File: config.mk
export PLATFORM = sky130hd
export DESIGN_NAME = mem_port_arbiter_flat
export DESIGN_NICKNAME = d
export VERILOG_FILES = /design/src/rtl/mem_arb_pkg.sv /design/src/rtl/mem_port_arbiter_if.sv /design/src/rtl/mem_arb_latency_cnt.sv /design/src/rtl/mem_port_arbiter.sv /design/src/flat_wrapper.sv
export SDC_FILE = /design/constraint.sdc
export NUM_CORES = 1
export LEC_CHECK = 0
export CAP_MARGIN = 20
export CELL_PAD_IN_SITES_DETAIL_PLACEMENT = 0
export CELL_PAD_IN_SITES_GLOBAL_PLACEMENT = 1
export CORE_MARGIN = 2
export CORE_UTILIZATION = 33
export CTS_BUF_LIST = sky130_fd_sc_hd__clkbuf_8
export CTS_CLUSTER_SIZE = 24
export DETAILED_ROUTE_END_ITERATION = 12
export GPL_TIMING_DRIVEN = 1
export PLACE_DENSITY = 0.87
export SYNTH_ARGS = -nofsm -noshare
export SYNTH_HDL_FRONTEND = slang
export SYNTH_SLANG_ARGS = --single-unit
File: constraint.sdc
create_clock -name clk -period 3.65 [get_ports clk]
set_input_delay 0.5475 -clock clk [delete_from_list [all_inputs] [get_ports clk]]
set_output_delay 0.5475 -clock clk [all_outputs]
set_load 0.005 [all_outputs]
File: src/rtl/mem_arb_pkg.sv
// Shared types for the unified-memory port arbiter: FSM states, owners, counter width.
// Latency: n/a (types and elaboration-time helpers only).
// Backpressure: n/a.
// Contents: arb_state_t, arb_owner_t, cnt_width().
package mem_arb_pkg;

    typedef enum logic [1:0] {
        IDLE  = 2'd0,
        ISSUE = 2'd1,
        WAIT  = 2'd2,
        RESP  = 2'd3
    } arb_state_t;

    typedef enum logic {
        OWN_IF = 1'b0,
        OWN_D  = 1'b1
    } arb_owner_t;

    // Bits needed to hold a latency count of 0..latency.
    function automatic int cnt_width(input int latency);
        return $clog2(latency + 1);
    endfunction

endpackage

File: src/rtl/mem_port_arbiter_if.sv
// Bundle of the fetch, load/store, memory and stall signals around the arbiter.
// Latency: n/a (wiring only).
// Backpressure: requesters hold req until their valid pulse; stall freezes the core meanwhile.
// Modports: master = core + memory side, slave = arbiter.
interface mem_port_arbiter_if #(
    parameter int ADDR_WIDTH = 32,
    parameter int DATA_WIDTH = 32
);
    // fetch port
    logic                  if_req;
    logic [ADDR_WIDTH-1:0] if_addr;
    logic [DATA_WIDTH-1:0] if_rdata;
    logic                  if_valid;
    // load/store port
    logic                  d_req;
    logic                  d_we;
    logic [ADDR_WIDTH-1:0] d_addr;
    logic [DATA_WIDTH-1:0] d_wdata;
    logic [DATA_WIDTH-1:0] d_rdata;
    logic                  d_valid;
    // memory port
    logic                  mem_en;
    logic                  mem_we;
    logic [ADDR_WIDTH-1:0] mem_addr;
    logic [DATA_WIDTH-1:0] mem_wdata;
    logic [DATA_WIDTH-1:0] mem_rdata;
    // core stall
    logic                  stall;

    modport master (
        output if_req, if_addr, d_req, d_we, d_addr, d_wdata, mem_rdata,
        input  if_rdata, if_valid, d_rdata, d_valid,
               mem_en, mem_we, mem_addr, mem_wdata, stall
    );

    modport slave (
        input  if_req, if_addr, d_req, d_we, d_addr, d_wdata, mem_rdata,
        output if_rdata, if_valid, d_rdata, d_valid,
               mem_en, mem_we, mem_addr, mem_wdata, stall
    );

endinterface

File: src/rtl/mem_arb_latency_cnt.sv
// Loadable down-counter that times the fixed memory read latency.
// Latency: load takes effect at the next edge; done is combinational on the count.
// Backpressure: none; counts down to zero and parks there.
// Ports: clk, rst (sync, active high), load, load_val, done (count == 1).
module mem_arb_latency_cnt #(
    parameter int WIDTH = 2
) (
    input  logic             clk,
    input  logic             rst,
    input  logic             load,
    input  logic [WIDTH-1:0] load_val,
    output logic             done
);

    logic [WIDTH-1:0] cnt;

    always_ff @(posedge clk) begin
        if (rst) begin
            cnt <= '0;
        end else if (load) begin
            cnt <= load_val;
        end else if (cnt != '0) begin
            cnt <= cnt - WIDTH'(1);
        end
    end

    assign done = (cnt == WIDTH'(1));

endmodule

File: src/rtl/mem_port_arbiter.sv
// Shares one single-ported fixed-latency memory between instruction fetch and load/store.
// Latency: request seen in IDLE at T -> valid at T+MEM_LATENCY+2; one IDLE cycle between grants.
// Backpressure: requesters hold req until valid; stall is high while any request is outstanding.
// Ports: clk, rst (sync, active high), bus (mem_port_arbiter_if.slave).
// Build option: ARB_ROUND_ROBIN_EN makes collisions alternate owners; default gives load/store priority.
module mem_port_arbiter
    import mem_arb_pkg::*;
#(
    parameter int ADDR_WIDTH  = 32,
    parameter int DATA_WIDTH  = 32,
    parameter int MEM_LATENCY = 2
) (
    input  logic              clk,
    input  logic              rst,
    mem_port_arbiter_if.slave bus
);

    localparam int CW = cnt_width(MEM_LATENCY);

    if (MEM_LATENCY < 1 || MEM_LATENCY > 15) begin : g_bad_latency
        $error("mem_port_arbiter: MEM_LATENCY must be within 1..15");
    end

    if ($bits(bus.mem_addr) != ADDR_WIDTH || $bits(bus.mem_wdata) != DATA_WIDTH) begin : g_bad_width
        $error("mem_port_arbiter: interface widths differ from ADDR_WIDTH/DATA_WIDTH");
    end

    arb_state_t            state;
    arb_owner_t            owner;
    arb_owner_t            gnt;
    logic                  lat_we;
    logic                  any_req;
    logic                  cnt_done;
    logic [ADDR_WIDTH-1:0] gnt_addr;

    assign any_req  = bus.if_req | bus.d_req;
    assign gnt_addr = (gnt == OWN_D) ? bus.d_addr : bus.if_addr;

`ifdef ARB_ROUND_ROBIN_EN
    // Owner granted most recently; on a collision the other one goes first.
    arb_owner_t last_owner;

    always_comb begin
        gnt = OWN_IF;
        if (bus.d_req && bus.if_req) begin
            gnt = (last_owner == OWN_D) ? OWN_IF : OWN_D;
        end else if (bus.d_req) begin
            gnt = OWN_D;
        end
    end
`else
    // The load/store belongs to the older instruction, so it always goes first.
    always_comb begin
        gnt = bus.d_req ? OWN_D : OWN_IF;
    end
`endif

    mem_arb_latency_cnt #(
        .WIDTH (CW)
    ) u_lat_cnt (
        .clk      (clk),
        .rst      (rst),
        .load     (state == ISSUE),
        .load_val (CW'(MEM_LATENCY)),
        .done     (cnt_done)
    );

    always_ff @(posedge clk) begin
        if (rst) begin
            state         <= IDLE;
            owner         <= OWN_IF;
            lat_we        <= 1'b0;
            bus.mem_en    <= 1'b0;
            bus.mem_we    <= 1'b0;
            bus.mem_addr  <= '0;
            bus.mem_wdata <= '0;
            bus.if_rdata  <= '0;
            bus.d_rdata   <= '0;
            bus.if_valid  <= 1'b0;
            bus.d_valid   <= 1'b0;
`ifdef ARB_ROUND_ROBIN_EN
            last_owner    <= OWN_IF;
`endif
        end else begin
            // Strobes and completion pulses last exactly one cycle.
            bus.mem_en   <= 1'b0;
            bus.mem_we   <= 1'b0;
            bus.if_valid <= 1'b0;
            bus.d_valid  <= 1'b0;

            case (state)
                IDLE: begin
                    if (any_req) begin
                        owner        <= gnt;
                        bus.mem_en   <= 1'b1;
                        bus.mem_addr <= gnt_addr;
`ifdef ARB_ROUND_ROBIN_EN
                        last_owner   <= gnt;
`endif
                        if (gnt == OWN_D) begin
                            lat_we        <= bus.d_we;
                            bus.mem_we    <= bus.d_we;
                            bus.mem_wdata <= bus.d_wdata;
                        end else begin
                            // Fetches never write; mem_wdata keeps its last value.
                            lat_we <= 1'b0;
                        end
                        state <= ISSUE;
                    end
                end

                ISSUE: begin
                    state <= WAIT;
                end

                WAIT: begin
                    // mem_rdata is only trusted on the last WAIT cycle.
                    if (cnt_done) begin
                        if (owner == OWN_D) begin
                            if (!lat_we) begin
                                bus.d_rdata <= bus.mem_rdata;
                            end
                            bus.d_valid <= 1'b1;
                        end else begin
                            bus.if_rdata <= bus.mem_rdata;
                            bus.if_valid <= 1'b1;
                        end
                        state <= RESP;
                    end
                end

                RESP: begin
                    state <= IDLE;
                end

                default: begin
                    state <= IDLE;
                end
            endcase
        end
    end

    assign bus.stall = (bus.if_req & ~bus.if_valid) | (bus.d_req & ~bus.d_valid);

endmodule

File: src/flat_wrapper.sv
// flat-port wrapper written by rule: the top's interface ports become plain ports
module mem_port_arbiter_flat import mem_arb_pkg::*;
#(
    parameter int ADDR_WIDTH  = 32,
    parameter int DATA_WIDTH  = 32,
    parameter int MEM_LATENCY = 2
)
  (clk, rst, bus_if_req, bus_if_addr, bus_d_req, bus_d_we, bus_d_addr, bus_d_wdata, bus_mem_rdata, bus_if_rdata, bus_if_valid, bus_d_rdata, bus_d_valid, bus_mem_en, bus_mem_we, bus_mem_addr, bus_mem_wdata, bus_stall);
  mem_port_arbiter_if #(.ADDR_WIDTH(ADDR_WIDTH), .DATA_WIDTH(DATA_WIDTH)) bus_i ();
  input  logic clk;
  input  logic rst;
  input wire logic [$bits(bus_i.if_req)-1:0] bus_if_req;
  input wire logic [$bits(bus_i.if_addr)-1:0] bus_if_addr;
  input wire logic [$bits(bus_i.d_req)-1:0] bus_d_req;
  input wire logic [$bits(bus_i.d_we)-1:0] bus_d_we;
  input wire logic [$bits(bus_i.d_addr)-1:0] bus_d_addr;
  input wire logic [$bits(bus_i.d_wdata)-1:0] bus_d_wdata;
  input wire logic [$bits(bus_i.mem_rdata)-1:0] bus_mem_rdata;
  output wire logic [$bits(bus_i.if_rdata)-1:0] bus_if_rdata;
  output wire logic [$bits(bus_i.if_valid)-1:0] bus_if_valid;
  output wire logic [$bits(bus_i.d_rdata)-1:0] bus_d_rdata;
  output wire logic [$bits(bus_i.d_valid)-1:0] bus_d_valid;
  output wire logic [$bits(bus_i.mem_en)-1:0] bus_mem_en;
  output wire logic [$bits(bus_i.mem_we)-1:0] bus_mem_we;
  output wire logic [$bits(bus_i.mem_addr)-1:0] bus_mem_addr;
  output wire logic [$bits(bus_i.mem_wdata)-1:0] bus_mem_wdata;
  output wire logic [$bits(bus_i.stall)-1:0] bus_stall;
  assign bus_i.if_req = bus_if_req;
  assign bus_i.if_addr = bus_if_addr;
  assign bus_i.d_req = bus_d_req;
  assign bus_i.d_we = bus_d_we;
  assign bus_i.d_addr = bus_d_addr;
  assign bus_i.d_wdata = bus_d_wdata;
  assign bus_i.mem_rdata = bus_mem_rdata;
  assign bus_if_rdata = bus_i.if_rdata;
  assign bus_if_valid = bus_i.if_valid;
  assign bus_d_rdata = bus_i.d_rdata;
  assign bus_d_valid = bus_i.d_valid;
  assign bus_mem_en = bus_i.mem_en;
  assign bus_mem_we = bus_i.mem_we;
  assign bus_mem_addr = bus_i.mem_addr;
  assign bus_mem_wdata = bus_i.mem_wdata;
  assign bus_stall = bus_i.stall;
  mem_port_arbiter #(.ADDR_WIDTH(ADDR_WIDTH), .DATA_WIDTH(DATA_WIDTH), .MEM_LATENCY(MEM_LATENCY)) u_core (.clk(clk), .rst(rst), .bus(bus_i));
endmodule
==> impl_metrics.tcl, run 1 <==
set metrics [dict create \
    status "finished clean" \
    min_path_type "register to register" \
    clkLatencyLatePin_ps 430 \
    total_power_mw 4.20 \
    antenna_found_initial 0 \
    synth-edff-count 0 \
    row_count 47 \
    yosysSeqAreaShare_pct 49.5 \
    irDropWorstVdd_mv 0.230 \
    setup_viol 0 \
    die_h_um 134 \
    ys.flop_type "dfxtp_1" \
    tritoncts "done" \
    clkTransAtPathRegs_ps 70 \
    vias_per_cell 4.48 \
    diodes 0 \
    final_util_pct 52.6 \
    numCtsBuffers 17 \
    post-dp-hpwl_um 10800 \
    design.die.area_um2 18000 \
    slowest_stage "clkdlybuf4s50_1" \
    fin_worst_skew_ps 9.26 \
    rsz0062_at_grt "false" \
    synth-async-reset-ratio_pct 0 \
    grt_pass1_wl_um 23800 \
    start_kind "primary input" \
    clock-sinks 138 \
    postSynthAreaPerCell_um2 9.83 \
    ys_ff_latch 138 \
    die_w_um 134 \
    root_buffer "clkbuf_8" \
    cts_resized 0 \
    drt_iter0_markers 151 \
    drt.antenna.violating_nets 0 \
    powerDensity_nw_per_um2 482 \
    postPlaceCellArea_um2 8290 \
    port_buffers 265 \
    timing.hold.ws_ps 454 \
    syn_inst 568 \
    grt_start_max_net_pins 72 \
    final_nets 951 \
    io_pins 266 \
    critPathKind "primary input to output pin" \
    core_area_um2 16600 \
    synth.distinct_cells 29 \
    path_cells "clkdlybuf4s50_1 > inv_1 > o22ai_1 > clkdlybuf4s50_1" \
    yosysWarnings 0 \
    crit_required_ps 3100 \
    grt-ovfl-total 0 \
    period_share_pct 64.9 \
    worst_slew_pin_slew_ps 1000 \
    htreeDepth 4 \
    grt_pass1_vias 4580 \
    power.leakage_nw 3.13 \
    crit_arrival_ps 1820 \
    postCtsHoldBufs 0 \
    area_delta_synth_final_pct 56.2 \
    fin_area_um2 8720 \
    maxSlewHeadroom_pct 33.2 \
    period_minus_slack_ps 2370 \
    dr.pass1.iters 4 \
    fin_tns_setup_ps 0 \
    place.gp.congestion 0.713 \
    wl_per_cell_um 14.7 \
    worstSetupEndpointType "output pin" \
    drv_slew 0 \
    synth_fp_nets 704 \
    synth_area_um2 5580 \
    drive_gt1_share_pct 9.06 \
    cpPeakStageDelay_ps 560 \
    maxCapViolations 0 \
    clock_path_buffers 2 \
    clock.fmax_mhz 422 \
    grt.total_usage_pct 16.7 \
    post_cts_buffers 0 \
    drc 0 \
    wirelength_um 15400 \
    timing.critical_path.mode_cell "clkdlybuf4s50_1" \
    cp_max_fo 2 \
    initial_core_util_pct 33.7 \
    hold_viol 0 \
    vias 4695 \
]
==> cells by family (layout without fill, tap and decap cells) <==
group	Yosys count	in the layout	synth area share, %
AOI/OAI and AO/OA	103	103	15.0
adders and majority gates	3	3	0.672
muxes	65	65	11.7
buffers and inverters	50	310	5.33
and+or+nand+nor	209	209	17.9
DFF	138	138	49.5
==> synthesized netlist by cell type (2+ instances only) <==
| cell | n | share of area, % |
|---|---|---|
| o2bb2ai_2 | 29 | 7.8 |
| ha_1 | 3 | 0.67 |
| nand2_1 | 129 | 8.7 |
| buf_4 | 7 | 0.94 |
| buf_6 | 8 | 1.6 |
| inv_2 | 2 | 0.13 |
| mux2i_1 | 65 | 12 |
| a21oi_1 | 65 | 5.8 |
| clkbuf_1 | 11 | 0.74 |
| inv_1 | 3 | 0.20 |
| o2bb2ai_1 | 4 | 0.63 |
| nor2_1 | 4 | 0.27 |
| buf_2 | 19 | 1.7 |
| dfxtp_1 | 138 | 49 |
| nand2b_1 | 67 | 7.5 |
==> layout by cell type, fill, tap and decap left out, types with 2 or more instances in the layout <==
master	instances
clkdlybuf4s50_1	263
dfxtp_1	138
nand2_1	129
nand2b_1	67
a21oi_1	65
mux2i_1	65
o2bb2ai_2	29
clkbuf_8	19
buf_4	9
inv_1	5
nor2_1	4
o2bb2ai_1	4
bufinv_16	4
ha_1	3
clkinv_2	3
inv_2	2
clkinvlp_4	2
==> through the flow <==
step | cells | worst slack, ps
2_1_floorplan | 568 | 2210
3_3_place_gp | 1016 | 1260
3_5_place_dp | 1016 | 1270
4_1_cts | 1048 | 1260
5_1_grt | 1048 | 1240
6_report | 1048 | 1280
==> flip-flops by register name, indices dropped and copies added (netlist names) <==
signal                count
u_core.bus.mem_wdata     32
u_core.owner              1
u_core.u_lat_cnt.cnt      2
u_core.state              2
u_core.lat_we             1
u_core.bus.mem_en         1
u_core.bus.if_valid       1
u_core.bus.mem_we         1
u_core.bus.d_rdata       32
u_core.bus.d_valid        1
u_core.bus.if_rdata      32
u_core.bus.mem_addr      32
==> worst paths after layout <==
kind,start,end,slack (ps),cells past startpoint
worst min-delay path,u_core.bus.if_rdata[15]$_SDFFE_PP0P_,u_core.bus.if_rdata[15]$_SDFFE_PP0P_,450,2
worst max-delay path,bus_if_req,bus_stall,1280,4
worst max register to register,u_core.state[0]$_SDFFE_PP0P_,u_core.bus.d_rdata[4]$_SDFFE_PP0P_,1520,6
worst min register to register,u_core.bus.if_rdata[15]$_SDFFE_PP0P_,u_core.bus.if_rdata[15]$_SDFFE_PP0P_,450,2
==> area by class of cell <==
cell class	count	area, µm²
Fill cell	1516	7860
Sequential cell	138	2760
Timing Repair Buffer	273	2710
Multi-Input combinational cell	380	2520
Tap cell	220	275
Clock buffer	19	262
Clock inverter	13	175
Inverter	5	18.8
==> critical path, delay by kind of cell <==
kind                   cells  cell delay (ps)
AO/OA/AOI/OAI              1              170
buffers and inverters      3             1110
==> power breakdown <==
part           total [mW]  leakage [nW]  internal, mW  switching [mW]
combinational        1.06          1.79         0.588           0.469
clock                1.36         0.224         0.776           0.582
sequential           1.79          1.12          1.68           0.107
total                4.20          3.13          3.05            1.16
==> per-layer routing <==
layer  part of all wire [%]  GRT usage, %
met3                     11          7.94
met2                     44          26.4
met1                     43          19.9
met4                    1.9          5.50
met5                      0             0
Note: power is estimated with default switching activity, not from simulation.
==> run 2: changes to the inputs <==
Settings changed: CORE_UTILIZATION 33 to 28, PLACE_DENSITY 0.87 to 0.78.
Clock period 3.65 ns to 2 ns, I/O delays scaled along.
==> run 2 against run 1 <==
Final area rose by 1.8%. Worst setup slack got worse by 1200 ps. Register-to-register slack got worse by 1100 ps. Critical endpoint unchanged. Largest power group unchanged.
==> impl_metrics.tcl, run 2 (synthesis gave the netlist of run 1 again) <==
set metrics [dict create \
    dr.pass1.iters 4 \
    clock.fmax_mhz 524 \
    maxSlewHeadroom_pct 71.2 \
    io_pins 266 \
    powerDensity_nw_per_um2 864 \
    timing.critical_path.mode_cell "clkdlybuf4s50_1" \
    drv_slew 0 \
    drc 0 \
    rsz0062_at_grt "false" \
    core_area_um2 19500 \
    vias_per_cell 4.35 \
    final_nets 955 \
    drt_iter0_markers 149 \
    grt-ovfl-total 0 \
    vias 4768 \
    design.die.area_um2 21100 \
    crit_required_ps 1700 \
    clock_path_buffers 2 \
    setup_viol 0 \
    period_share_pct 95.4 \
    row_count 51 \
    drive_gt1_share_pct 9.98 \
    numCtsBuffers 17 \
    path_buf_inv 3 \
    wirelength_um 16500 \
    fin_worst_skew_ps 14.3 \
    busiest_layer "met2" \
    power.leakage_nw 3.17 \
    fin_tns_setup_ps 0 \
    postPlaceCellArea_um2 8450 \
    antenna_found_initial 0 \
    crit_family "buffers and inverters" \
    initial_core_util_pct 28.6 \
    cpPeakStageDelay_ps 540 \
    pre_cts_ws_ps -25.5 \
    path_cells "clkdlybuf4s50_1 > inv_1 > o22ai_2 > clkdlybuf4s50_1" \
    layout_commonest_cell "clkdlybuf4s50_1" \
    worstSetupEndpointType "output pin" \
    fin_area_um2 8870 \
    met2_usage_pct 24.4 \
    diodes 0 \
    clock-sinks 138 \
    grt_use_met1_pct 19.0 \
    clkTransAtPathRegs_ps 90 \
    irDropWorstVdd_mv 0.398 \
    cts_resized 1 \
    htreeDepth 4 \
    grt_pass1_wl_um 26300 \
    met3_usage_pct 6.60 \
    period_minus_slack_ps 1910 \
    grt_start_max_net_pins 106 \
    post_cts_buffers 0 \
    min_path_type "primary input to register" \
    final_util_pct 45.5 \
    area_delta_synth_final_pct 59.0 \
    tritoncts "done" \
    grt.total_usage_pct 15.5 \
    timing.hold.ws_ps 144 \
    die_w_um 145 \
    place.gp.congestion 0.738 \
    cp_max_fo 2 \
    die_h_um 145 \
    wl_per_cell_um 15.0 \
    slowest_stage "clkdlybuf4s50_1" \
    hold_viol 0 \
    grt_pass1_vias 4641 \
    clkLatencyLatePin_ps 440 \
    final_cell_mix "clkdlybuf4s50_1 (263), dfxtp_1 (138), nand2_1 (129), nand2b_1 (67)" \
    post-dp-hpwl_um 11600 \
    postCtsHoldBufs 0 \
    start_kind "primary input" \
    crit_arrival_ps 1610 \
    maxCapViolations 0 \
    status "finished clean" \
    drt.antenna.violating_nets 0 \
    setup_ws_ps 91.4 \
    critPathKind "primary input to output pin" \
    root_buffer "clkbuf_8" \
    worst_slew_pin_slew_ps 432 \
    port_buffers 265 \
]
## run 2: cell types whose count changed in the layout (fill, tap and decap cells not counted), moves of 2 or more
cell       change
buf_12         +6
bufinv_16      -2
inv_8          +2
inv_1          -2
buf_4          -2
inv_6          +3
clkinv_2       -2
## run 2: worst register-to-register path: cells and delay by family, from the launching register on
kind	cells	cell delay (ps)
muxes	1	220
buffers and inverters	2	350
and+or+nand+nor	2	360
DFF	1	330
adders and majority gates	1	270
## run 2: worst paths after layout
check,from,endpoint,slack (ps),depth (start not counted)
setup / recovery,bus_if_req,bus_stall,90,4
hold / removal,rst,u_core.bus.mem_wdata[6]$_SDFFE_PP0P_,140,2
setup reg to reg,u_core.state[0]$_SDFFE_PP0P_,u_core.bus.d_rdata[10]$_SDFFE_PP0P_,390,6
hold reg to reg,u_core.bus.if_rdata[18]$_SDFFE_PP0P_,u_core.bus.if_rdata[18]$_SDFFE_PP0P_,460,2
## run 2: power by group
group	total [mW]	internal, mW	leakage (nW)	switching, mW
Clock	2.39	1.21	0.208	1.18
Combinational	2.02	1.13	1.83	0.885
Sequential	3.26	3.07	1.12	0.195
## run 2: layout make-up
type,instances,area [µm²]
clock buffer,19,262
sequential,138,2760
clock inverter,13,155
fill,1927,10700
tap,265,332
timing repair buffer,277,2810
multi-input combinational,380,2530
inverter,5,18.8
## run 2: routing by layer
metal  routed length (µm)  up-vias
li1                     -     2401
met1                 7220     2139
met2                 7300      208
met3                 1580       20
met4                  349        0
met5                    0        -
## run 2: stage by stage
step	power, mW	instances
3_3_place_gp	5.35	1065
3_5_place_dp	5.37	1065
6_report	7.67	1097
5_1_grt	8.11	1097
4_1_cts	7.82	1097
2_1_floorplan	4.33	568
